## config.mk

```make
export PLATFORM = sky130hd
export DESIGN_NAME = intc_cpu_evt
export DESIGN_NICKNAME = d
export VERILOG_FILES = /design/src/rtl/intc_pkg.sv /design/src/rtl/intc_pri_gt.sv /design/src/rtl/intc_cpu_evt.sv
export SDC_FILE = /design/constraint.sdc
export NUM_CORES = 1
export LEC_CHECK = 0
export ABC_AREA = 1
export BUFFER_PORTS_ARGS = -buffer_cell sky130_fd_sc_hd__buf_2
export CAP_MARGIN = 20
export CORE_ASPECT_RATIO = 1.75
export CORE_MARGIN = 2
export CORE_UTILIZATION = 49
export CTS_CLUSTER_DIAMETER = 30
export DETAILED_ROUTE_END_ITERATION = 12
export GPL_ROUTABILITY_DRIVEN = 0
export GPL_TIMING_DRIVEN = 0
export PLACE_DENSITY_LB_ADDON = 0.1
export RECOVER_POWER = 25
export SYNTH_ARGS = -nofsm -noshare
export SYNTH_HDL_FRONTEND = slang
export SYNTH_SLANG_ARGS = --single-unit
export TNS_END_PERCENT = 5
```

## constraint.sdc

```tcl
create_clock -name clk -period 1.97 [get_ports clk]
set_input_delay 0.197 -clock clk [delete_from_list [all_inputs] [get_ports clk]]
set_output_delay 0.197 -clock clk [all_outputs]
set_load 0.005 [all_outputs]
```

## src/rtl/intc_pkg.sv

```systemverilog
`default_nettype none
// ------------------------------------------------------------------
// intc_pkg : shared types and widths for the interrupt controller
// rev 1.0
// ------------------------------------------------------------------
package intc_pkg;

  localparam int INTC_PRI_DW = 4;
  localparam int INTC_VEC_DW = 8;
  localparam int INTC_HCNT_W = 4;

  typedef enum logic [1:0] {
    ST_IDLE = 2'd0,
    ST_REQ  = 2'd1,
    ST_CLR  = 2'd2,
    ST_HOLD = 2'd3
  } intc_evt_st_e;

endpackage
`default_nettype wire

```

## src/rtl/intc_pri_gt.sv

```systemverilog
`default_nettype none
// ------------------------------------------------------------------
// intc_pri_gt : unsigned W-bit greater-than comparator (a > b)
// rev 1.0
// ------------------------------------------------------------------
module intc_pri_gt #(
  parameter int W = 4
) (
  input  logic [W-1:0] a,
  input  logic [W-1:0] b,
  output logic         gt
);

  assign gt = (a > b);

endmodule
`default_nettype wire

```

## src/rtl/intc_cpu_evt.sv

```systemverilog
`default_nettype none
// ------------------------------------------------------------------
// intc_cpu_evt : mask-filtered CPU event issuer with ack/clear/hold-off
// rev 1.0
// ------------------------------------------------------------------
module intc_cpu_evt
  import intc_pkg::*;
#(
  parameter int PRI_DW   = INTC_PRI_DW,
  parameter int VEC_DW   = INTC_VEC_DW,
  parameter int HOLD_CYC = 3
) (
  input  logic                     clk,
  input  logic                     rst_n,
  input  logic [PRI_DW+VEC_DW-1:0] req_dat_i,
  input  logic [PRI_DW-1:0]        imask_i,
  input  logic                     cpu_ack_i,
  output logic                     irq_o,
  output logic [PRI_DW-1:0]        irq_lvl_o,
  output logic [VEC_DW-1:0]        irq_vec_o,
  output logic                     clr_o,
  output logic [VEC_DW-1:0]        clr_vec_o,
  output logic                     busy_o
);

  localparam int DW = PRI_DW + VEC_DW;
  localparam logic [INTC_HCNT_W-1:0] HOLD_LOAD = INTC_HCNT_W'(HOLD_CYC - 1);

  intc_evt_st_e            state;
  logic [PRI_DW-1:0]       lvl_q;
  logic [VEC_DW-1:0]       vec_q;
  logic [INTC_HCNT_W-1:0]  hold_cnt;

  logic [PRI_DW-1:0]       req_pri;
  logic [VEC_DW-1:0]       req_vec;
  logic                    pri_gt_mask;
  logic                    pri_gt_lvl;
  logic                    elig;

  assign req_pri = req_dat_i[DW-1:VEC_DW];
  assign req_vec = req_dat_i[VEC_DW-1:0];

  intc_pri_gt #(.W(PRI_DW)) u_gt_mask (
    .a  (req_pri),
    .b  (imask_i),
    .gt (pri_gt_mask)
  );

  intc_pri_gt #(.W(PRI_DW)) u_gt_lvl (
    .a  (req_pri),
    .b  (lvl_q),
    .gt (pri_gt_lvl)
  );

  assign elig = (req_pri != '0) && pri_gt_mask;

  // Ack is checked first so the latched event is cleared even if the
  // request is withdrawn or preempted in the same cycle.
  always_ff @(posedge clk or negedge rst_n) begin
    if (!rst_n) begin
      state    <= ST_IDLE;
      lvl_q    <= '0;
      vec_q    <= '0;
      hold_cnt <= '0;
    end else begin
      case (state)
        ST_IDLE: begin
          if (elig) begin
            lvl_q <= req_pri;
            vec_q <= req_vec;
            state <= ST_REQ;
          end
        end
        ST_REQ: begin
          if (cpu_ack_i) begin
            state <= ST_CLR;
          end else if (elig && pri_gt_lvl) begin
            lvl_q <= req_pri;
            vec_q <= req_vec;
          end else if (!elig) begin
            state <= ST_IDLE;
          end
        end
        ST_CLR: begin
          hold_cnt <= HOLD_LOAD;
          state    <= ST_HOLD;
        end
        ST_HOLD: begin
          if (hold_cnt == '0) begin
            state <= ST_IDLE;
          end else begin
            hold_cnt <= hold_cnt - 1'b1;
          end
        end
        default: state <= ST_IDLE;
      endcase
    end
  end

  assign irq_o     = (state == ST_REQ);
  assign irq_lvl_o = (state == ST_REQ) ? lvl_q : '0;
  assign irq_vec_o = (state == ST_REQ) ? vec_q : '0;
  assign clr_o     = (state == ST_CLR);
  assign clr_vec_o = (state == ST_CLR) ? vec_q : '0;
  assign busy_o    = (state != ST_IDLE);

endmodule
`default_nettype wire

```

---- Word level (Yosys, flattened, before mapping) ----
Cells that the tools add are included.
storage, ports and cells
  register bits after elaboration ......... 18
  input bits .............................. 19
  output and inout bits ................... 23
  logic and storage cells ................. 47
cells by class
  add/sub/neg operators ................... 1
  $lt $le $gt $ge ......................... 2
  eq/ne operators ......................... 10
  muxes and demuxes ....................... 19
  reduce and logical (&&, ||, !) cells .... 11
operator list
  cell                   count
  $mux W8                5
  $mux W4                5
  $pmux W4 S2            2
  $pmux W8 S2            1
  $mux W2                5
  $gt A4 B4 Y1           2
  $ne A2 B2 Y1 const B   4
  $pmux W2 S4            1
  $reduce_and A4 Y1      2
  $ne A3 B3 Y1 const B   2
  $reduce_bool A2 Y1     3
  $eq A2 B2 Y1 const B   2
  $logic_not A4 Y1       1
  $reduce_bool A4 Y1     1
  $sub A4 B1 Y4 const B  1
  $eq A2 B1 Y1 const B   1
  $logic_and A1 B1 Y1    2
  $logic_not A2 Y1       1
  $ne A2 B1 Y1 const B   1
  $reduce_and A2 Y1      1

---- Logic depth before layout (Yosys ltp) ----
Gate-level depths: netlist (run 1).
  word-level depth ........................ 6
  gate-level depth with buffers ........... 13

---- Cells and area by module ----
Synthesis (run 1) repeated with hierarchy kept, for this count alone.
second synthesis, totals
  cell total of the unflattened synthesis .. 176
  area total of the unflattened synthesis .. 1,209.9 um^2
modules (own cells, without submodules)
  module        times used  cells each  area an instance (um^2)  sequential area each (um^2)
  intc_cpu_evt  1           138         992.2                    450.4
  intc_pri_gt   2           19          108.9                    0.0

---- Least setup slack after synthesis (run 1) ----
No wires, ideal clock.
  kind .................................... flip-flop to flip-flop
  start point ............................. register lvl_q[1]
  end point ............................... register lvl_q[0]
  library setup time ...................... 116 ps
  data arrival time ....................... 1,316 ps
  data required time ...................... 1,854 ps
  setup slack ............................. 538 ps
  cell stages (with the launch flop) ...... 13
  path buffers ............................ 1
  period minus slack after synthesis ...... 1,432 ps
  cell sequence ........................... dfrtp_1 > inv_1 > ha_1 > inv_1 > o21bai_1 > nand2_1 > nand2_1 > nand2_1 > nand2_1 > nand2_2 > buf_6 > nand2_1 > nand2_1
between the ends
  cells in the longest elaborated chain, start to end .. 4
ends and longest elaborated chain
  item                         line                source
  start, declared              intc_cpu_evt.sv:30  logic [PRI_DW-1:0] lvl_q;
  start signal, assigned       intc_cpu_evt.sv:69  lvl_q <= req_pri;
  start signal, assigned       intc_cpu_evt.sv:78  lvl_q <= req_pri;
  $gt A4 B4 Y1                 intc_pri_gt.sv:14   assign gt = (a > b);
  $logic_and A1 B1 Y1          intc_cpu_evt.sv:77  end else if (elig && pri_gt_lvl) begin
  $ne A2 B1 Y1 (no line)       -
  $reduce_and A4 Y1 (no line)  -
Every way passes these cells.
A chain may end at the register's enable or synchronous reset.

---- Worst setup path in the final report (run 1) ----
  start point ............................. register state[0]
  end point ............................... output port irq_vec_o[4]
between the ends
  cells in the longest elaborated chain, start to end .. 2
ends and longest elaborated chain
  item                    line                 source
  start, declared         intc_cpu_evt.sv:29   intc_evt_st_e state;
  start signal, assigned  intc_cpu_evt.sv:61   state <= ST_IDLE;
  start signal, assigned  intc_cpu_evt.sv:71   state <= ST_REQ;
  start signal, assigned  intc_cpu_evt.sv:76   state <= ST_CLR;
  $eq A2 B1 Y1            intc_cpu_evt.sv:102  assign irq_vec_o = (state == ST_REQ) ? vec_q : '0;
  $mux W8                 intc_cpu_evt.sv:102
  end, declared           intc_cpu_evt.sv:20   output logic [VEC_DW-1:0] irq_vec_o,
Every way passes these cells.

==> results of run 1 <==
layer usage:
layer / GRT usage (%) / wire [microns] / vias up
li1: - / - / 600
met5: 0 / 0 / -
met2: 43.55 / 1526 / 32
met4: 10.89 / 65 / 0
met1: 20.49 / 981 / 552
met3: 2.564 / 121 / 7
Yosys cell counts (all sizes together):
master | instances | area share [%]
o22ai | 1 | 0.53
inv | 34 | 11
a21oi | 2 | 0.85
nand2 | 48 | 16
xor2 | 1 | 0.74
ha | 9 | 9.5
o21bai | 1 | 0.64
o21ai | 2 | 0.85
a31oi | 1 | 1.1
nor2 | 32 | 11
dfrtp | 18 | 38
nand3 | 16 | 6.8
a22oi | 1 | 0.64
buf | 4 | 2.6
worst paths after layout:
check	endpoint	slack, ns	start
worst max register to register	lvl_q[3]$_DFFE_PN0P_	0.36	lvl_q[1]$_DFFE_PN0P_
worst min register to register	vec_q[7]$_DFFE_PN0P_	0.47	vec_q[7]$_DFFE_PN0P_
worst min-delay path	flop	0.17	cpu_ack_i
max in group asynchronous	state[0]$_DFFE_PN0P_	0.76	rst_n
worst max-delay path	irq_vec_o[4]	0.25	state[0]$_DFFE_PN0P_
min in group asynchronous	hold_cnt[0]$_DFFE_PN0P_	0.62	rst_n
final cells by class:
type / count / area, sq um / share of cell area (%)
flip-flops and latches: 18 / 450.4 / 30.66
clock buffers: 3 / 41.29 / 2.811
repair buffers: 42 / 214.0 / 14.57
inverters: 34 / 127.6 / 8.688
well taps: 25 / 31.28 / 2.129
plain buffers: 4 / 31.28 / 2.129
multi-input cells: 114 / 573.1 / 39.01
critical path: stages (launching register included):
cell                      delay, ns
sky130_fd_sc_hd__dfrtp_1       0.45
sky130_fd_sc_hd__inv_1         0.09
sky130_fd_sc_hd__nor2_1        0.19
sky130_fd_sc_hd__inv_1         0.11
sky130_fd_sc_hd__buf_2         0.20
sky130_fd_sc_hd__nor2_1        0.11
sky130_fd_sc_hd__buf_2         0.12
timing repair:
action                    CTS  global route
hold buffers                1             0
resized for setup           0             0
hold endpoints to repair   18             0
buffers inserted            0             0
sequential cells by signal, indices dropped and copies added, names as in the netlist, named ones only:
signal / count
hold_cnt: 4
vec_q: 8
state: 1
lvl_q: 4
power breakdown:
part	leakage, nW	internal (mW)	switching, mW
clock network	0.0216	0.136	0.124
logic	0.673	0.428	0.665
registers	0.223	0.547	0.117
total	0.918	1.11	0.906
stage by stage:
step	util, %	instance area [sq um]	power, mW
6_report	63.80	1469	2.017
2_1_floorplan	-	1182	1.407
3_5_place_dp	61.63	1419	1.770
3_3_place_gp	61.63	1419	1.718
4_1_cts	63.86	1470	2.038
5_1_grt	63.80	1469	2.243
logic make-up after synthesis:
family	count (synthesis)
simple gates	96
buf+inv	38
flops	18
fa+ha+maj	9
compound gates	8
xor+xnor	1
==> flow_summary.rst, run 1 <==
.. list-table::
   :header-rows: 1

   * - Metric
     - Value
   * - Starting density of the core
     - between 50% and 60%
   * - Height of the die
     - 68.99 microns
   * - Worst hold path stage count
     - 3
   * - Net count reported at finish
     - between 200 and 250
   * - Slew Limit Fails
     - 0
   * - Area of the placeable core
     - around 2300 sq um
   * - Power density normalized to cell area
     - around 1400 nW/um^2
   * - Sum of overflow across all layers after global routing
     - 0
   * - Number of failing setup endpoints in the final timing report
     - 0
   * - Depth of the most critical reg-to-reg path
     - 12
   * - Part of the cycle the worst path needs
     - slightly below 90%
   * - Number of instances in the synthesized netlist
     - 170
   * - Final HPWL DP
     - 2150 microns
   * - Number of fillers in the final layout
     - ~230
   * - Highest clock frequency the design can meet
     - approximately 0.58 GHz
   * - Largest net degree at the start of global routing
     - 19
   * - Required arrival time at the worst endpoint
     - roughly 1.8 ns
   * - Register bit count reported by yosys
     - 18
   * - XOR/XNOR Fraction of Synth Area
     - 0.7407%
   * - Post-Synthesis Cell Area
     - between 1000 and 1500 sq um
   * - Detailed-route wire length per cell
     - around 11 microns
   * - Ports placed on the boundary
     - 42
   * - Placed insts
     - approximately 240
   * - Sequential area share after synthesis
     - 38.10%
   * - Clock insertion delay at the later pin of the skew report
     - about 0.26 ns
   * - Number of buffers created by CTS
     - 3
   * - Via count of the first global-routing pass
     - roughly 1200
   * - Fraction of layout instances using a drive strength above 1
     - between 20 and 30%
   * - Buffers on Ports
     - 41
   * - Chip Width
     - between 40 and 50 microns
   * - Fraction of the mapped netlist area in adder cells
     - a little under a tenth
   * - Max-Slew Margin vs Limit
     - 34.37%
   * - Number of distinct library cells after synthesis
     - 21
   * - Most frequent cells in the layout
     - sky130_fd_sc_hd__nand2_1, sky130_fd_sc_hd__buf_2, sky130_fd_sc_hd__inv_1
   * - Worst Clk Skew
     - ~0.0045 ns
   * - Setup Slack @ Placement
     - approximately 0.36 ns
   * - Multiplexer fraction of the synthesized cell area
     - 0%
   * - DR iter-0 viols
     - 29
   * - Leading cell type in the layout, fill and taps excluded
     - sky130_fd_sc_hd__nand2_1
   * - Total global routing track utilization
     - around 22%
   * - Startpoint kind of the worst setup timing path
     - flop
   * - Clock tree from TritonCTS
     - built
   * - Final critical path time including I/O delays and setup
     - around 1.7 ns
   * - CTS H-Tree Depth
     - 1
   * - Synth Area in Simple Gates
     - between 30% and 40%
   * - Number of antenna violations at the first check in global routing
     - 0
   * - CTS clk-pin slew, worst paths
     - about 0.06 ns
   * - Worst supply voltage drop on vdd
     - 0.8612 mV
   * - Syn Area/Cell
     - between 6 and 7 sq um
   * - Number of detailed-route iterations in the first pass
     - 4
   * - DIE AREA
     - roughly 2800 sq um
   * - Area growth from synthesis to final layout
     - 24.23%
   * - Setup tns final
     - 0 ns
   * - Actual transition at the worst max-transition pin
     - ~0.98 ns
   * - Crit path kind
     - reg -> out
   * - DRT antenna net count
     - 0
   * - Compound-Gate Fraction of Synth Area
     - under 10%
   * - Setup repair after global routing missed its margin
     - no
   * - Net count of the mapped netlist
     - roughly 200
   * - Via density per instance
     - ~5.0
   * - # Max-Cap Violations
     - 0
   * - Number of standard-cell rows in the floorplan
     - 23
   * - Number of antenna diodes
     - 0
   * - Hold Violations, Final
     - 0
   * - # clock sinks
     - 18
   * - Leakage
     - 0.9178 nW
   * - Root buffer cell
     - sky130_fd_sc_hd__clkbuf_8
   * - Arrival time of data at the critical path endpoint
     - approximately 1.5 ns
   * - Largest family of logic cells by synthesized area
     - simple AND/OR/NAND/NOR gates
   * - HP Class
     - in -> reg
   * - Detailed-route DRC error count
     - 0
   * - Worst-case setup margin in the final layout
     - 0.2509 ns
   * - Final routed wirelength across all metal layers
     - 2695 microns
   * - Via count
     - approximately 1200
   * - Wire length of the first global-routing pass
     - between 4000 and 5000 microns
   * - Number of buffers on the longest clock path
     - 2
   * - Final cell count without fillers
     - 240
   * - Number of warnings issued by yosys
     - 0
   * - Final hold slack
     - about 0.17 ns
   * - Type of destination of the critical path
     - output pin
   * - Status
     - finished clean
   * - Maximum fanout along the worst path
     - 10
(Power assumes the default switching activity.)
==> run 2, diff against run 1 <==
PLACE_DENSITY = 0.9   (was default)
PLACE_DENSITY_LB_ADDON = default   (was 0.1)
==> run 2 against run 1 <==
Effect of this change: total power is 1.5% lower; critical path type unchanged; clock power is 7% lower; critical endpoint is now irq_lvl_o[2]; final cell count stayed put.
==> flow_summary.rst, run 2 (same netlist as run 1, synthesis figures left out) <==
.. list-table::
   :header-rows: 1

   * - Metric
     - Value
   * - Worst hold start
     - cpu_ack_i (unchanged)
   * - Flip-flop count of the largest register, all copies and words added
     - 8 (unchanged)
   * - Worst-case register-to-register setup slack
     - 0.39 ns (was 0.36 ns)
   * - Via count
     - 1172 (was 1191)
   * - Critical path's largest stage delay
     - 0.46 ns (was 0.45 ns)
   * - Via density per instance
     - 4.883 (was 4.963)
   * - Placed insts
     - 236 (unchanged)
   * - Internal power consumption
     - 1.109 mW (was 1.111 mW)
   * - CTS clk-pin slew, worst paths
     - 0.06 ns (about the same)
   * - Buffers & Inverters on Critical Path
     - 4 (unchanged)
   * - Delay-heaviest family, CP
     - buffers and inverters (unchanged)
   * - Buffers on Ports
     - 41 (unchanged)
   * - Area after detailed placement
     - 1419 sq um (unchanged)
   * - Worst Clk Skew
     - 0.001701 ns (was 0.004549 ns)
   * - Critical path, cell by cell
     - inv_1, nor2_1, inv_1, buf_2, nor2_1, buf_2 (unchanged)
   * - Highest clock frequency the design can meet
     - 0.5670 GHz (was 0.5817 GHz)
   * - Proportion of power drawn by flip-flops and latches
     - 33.4% (was 32.9%)
   * - Register with the most flip-flops
     - vec_q (unchanged)
   * - Worst supply voltage drop on vdd
     - 0.9817 mV (was 0.8612 mV)
   * - Number of antenna diodes
     - 0 (unchanged)
   * - Final cell count without fillers
     - 240 (unchanged)
   * - Status
     - finished clean (unchanged)
   * - Slew Limit Fails
     - 0 (unchanged)
   * - Number of buffers created by CTS
     - 3 (unchanged)
   * - Switching share of power
     - 44.15% (was 44.94%)
   * - Detailed-route wire length per cell
     - 10.55 microns (was 11.23 microns)
   * - RR Startpoint
     - lvl_q[1]$_DFFE_PN0P_ (unchanged)
   * - DR iter-0 viols
     - 24 (was 29)
   * - Post-Layout Inst Area
     - 1469 sq um (unchanged)
   * - CTS H-Tree Depth
     - 1 (unchanged)
   * - Worst hold path stage count
     - 3 (unchanged)
   * - DRT antenna net count
     - 0 (unchanged)
   * - Actual transition at the worst max-transition pin
     - 0.9579 ns (was 0.9844 ns)
   * - Type of destination of the critical path
     - output pin (unchanged)
   * - Root buffer cell
     - sky130_fd_sc_hd__clkbuf_8 (unchanged)
   * - # clock sinks
     - 18 (unchanged)
   * - Net count reported at finish
     - 245 (unchanged)
   * - Wire length of the first global-routing pass
     - 4160 microns (was 4395 microns)
   * - Hold Violations, Final
     - 0 (unchanged)
   * - Registers with the most flip-flops
     - vec_q (8), hold_cnt (4), lvl_q (4) (unchanged)
   * - DIE AREA
     - 2838 sq um (unchanged)
   * - End-of-flow core utilization
     - 63.80% (unchanged)
   * - Max-Slew Margin vs Limit
     - 36.14% (was 34.37%)
   * - Height of the die
     - 68.99 microns (unchanged)
   * - Clk pwr share
     - 12.1% (was 12.9%)
   * - Startpoint kind of the worst setup timing path
     - flop (unchanged)
   * - Final routed wirelength across all metal layers
     - 2531 microns (was 2695 microns)
   * - Number of failing setup endpoints in the final timing report
     - 0 (unchanged)
   * - Largest net degree at the start of global routing
     - 19 (unchanged)
   * - Setup repair after global routing missed its margin
     - no (unchanged)
   * - Power after layout
     - 1.986 mW (was 2.017 mW)
   * - Detailed-route DRC error count
     - 0 (unchanged)
   * - Power spent charging and discharging nets
     - 0.8768 mW (was 0.9063 mW)
   * - Number of antenna violations at the first check in global routing
     - 0 (unchanged)
   * - Most frequent cells in the layout
     - sky130_fd_sc_hd__nand2_1, sky130_fd_sc_hd__buf_2, sky130_fd_sc_hd__inv_1 (unchanged)
   * - Final critical path time including I/O delays and setup
     - 1.764 ns (was 1.719 ns)
   * - Power density normalized to cell area
     - 1352 nW/um^2 (was 1373 nW/um^2)
   * - Ports placed on the boundary
     - 42 (unchanged)
   * - R2r endpoint
     - lvl_q[1]$_DFFE_PN0P_ (was lvl_q[3]$_DFFE_PN0P_)
   * - Footprint of the flip-flops and latches
     - 450.4 sq um (unchanged)
   * - Clock insertion delay at the later pin of the skew report
     - 0.24 ns (was 0.26 ns)
   * - Area taken by multi-input logic gates
     - 573.1 sq um (unchanged)
   * - Master of the slowest instance on the critical path
     - sky130_fd_sc_hd__dfrtp_1 (unchanged)
   * - Part of the cycle the worst path needs
     - 89.53% (was 87.27%)
   * - Arrival time of data at the critical path endpoint
     - 1.57 ns (was 1.52 ns)
   * - Final hold slack
     - 0.1770 ns (was 0.1671 ns)
   * - Area growth from synthesis to final layout
     - 24.23% (unchanged)
   * - Leading cell type in the layout, fill and taps excluded
     - sky130_fd_sc_hd__nand2_1 (unchanged)
   * - Starting density of the core
     - 51.36% (unchanged)
   * - Maximum fanout along the worst path
     - 10 (unchanged)
   * - Combinational fraction of design power
     - 54.4% (was 54.2%)
   * - Number of buffers on the longest clock path
     - 2 (unchanged)
   * - Number of fillers in the final layout
     - 219 (was 231)
   * - Worst-case setup margin in the final layout
     - 0.2063 ns (was 0.2509 ns)
   * - Sum of overflow across all layers after global routing
     - 0 (unchanged)
   * - Number of detailed-route iterations in the first pass
     - 4 (unchanged)
   * - Chip Width
     - 41.14 microns (unchanged)
   * - Leakage
     - 0.9178 nW (unchanged)
   * - Crit path kind
     - reg -> out (unchanged)
   * - Clock tree from TritonCTS
     - built (unchanged)
   * - Setup tns final
     - 0 ns (unchanged)
   * - Final HPWL DP
     - 2120 microns (was 2150 microns)
   * - Fraction of layout instances using a drive strength above 1
     - 25.58% (unchanged)
   * - HP Class
     - in -> reg (unchanged)
   * - # Max-Cap Violations
     - 0 (unchanged)
   * - Setup Slack @ Placement
     - 0.3837 ns (was 0.3635 ns)
   * - Number of standard-cell rows in the floorplan
     - 23 (unchanged)
   * - Via count of the first global-routing pass
     - 1044 (was 1158)
   * - Depth of the most critical reg-to-reg path
     - 12 (unchanged)
   * - Required arrival time at the worst endpoint
     - 1.77 ns (about the same)
   * - Area of the placeable core
     - 2302 sq um (unchanged)
   * - Total global routing track utilization
     - 20.99% (was 22.38%)
-- run 2: layer usage --
metal	GRT usage [%]	share of wire, %	vias up
met5	0	0	-
met4	7.258	1.2	0
met3	1.923	4.6	4
met2	38.48	58	34
met1	23.55	37	533
li1	-	-	601
-- run 2: worst reg2reg max path: cells and delay by family (launching register included) --
kind	cells	cell delay [ns]
simple gates	7	0.50
flops	1	0.34
fa+ha+maj	1	0.28
buf+inv	3	0.25
compound gates	1	0.11
-- run 2: cell type report --
cell class	instances	share of cell area, %
Multi-Input combinational cell	114	39.01
Sequential cell	18	30.66
Timing Repair Buffer	42	14.57
Inverter	34	8.688
Clock buffer	3	2.811
Buffer	4	2.129
Tap cell	25	2.129
-- run 2: worst max path at each step --
stage                         start              endpoint  slack (ns)  depth (start not counted)
3_3_place_gp          req_dat_i[11]  lvl_q[1]$_DFFE_PN0P_        0.41                         13
2_1_floorplan  lvl_q[1]$_DFFE_PN0P_  lvl_q[0]$_DFFE_PN0P_        0.54                         12
3_5_place_dp          req_dat_i[11]  lvl_q[1]$_DFFE_PN0P_        0.38                         13
5_1_grt        state[0]$_DFFE_PN0P_          irq_vec_o[1]        0.14                          6
4_1_cts        state[0]$_DFFE_PN0P_          irq_lvl_o[2]        0.23                          6
6_report       state[0]$_DFFE_PN0P_          irq_lvl_o[2]        0.21                          6
-- run 2: power groups by stage --
stage	clock network [mW]	registers, mW	logic [mW]
after floorplan	0	0.640	0.767
after global placement	0	0.659	1.05
after detailed placement	0	0.668	1.09
after CTS	0.248	0.660	1.10
after global routing	0.262	0.685	1.27
final	0.241	0.664	1.08
-- run 2: what timing repair did --
item | CTS | global route
buffers inserted | 0 | 0
gates resized for setup | 0 | 0
hold buffers | 1 | 0
endpoints found under the hold margin | 18 | 0
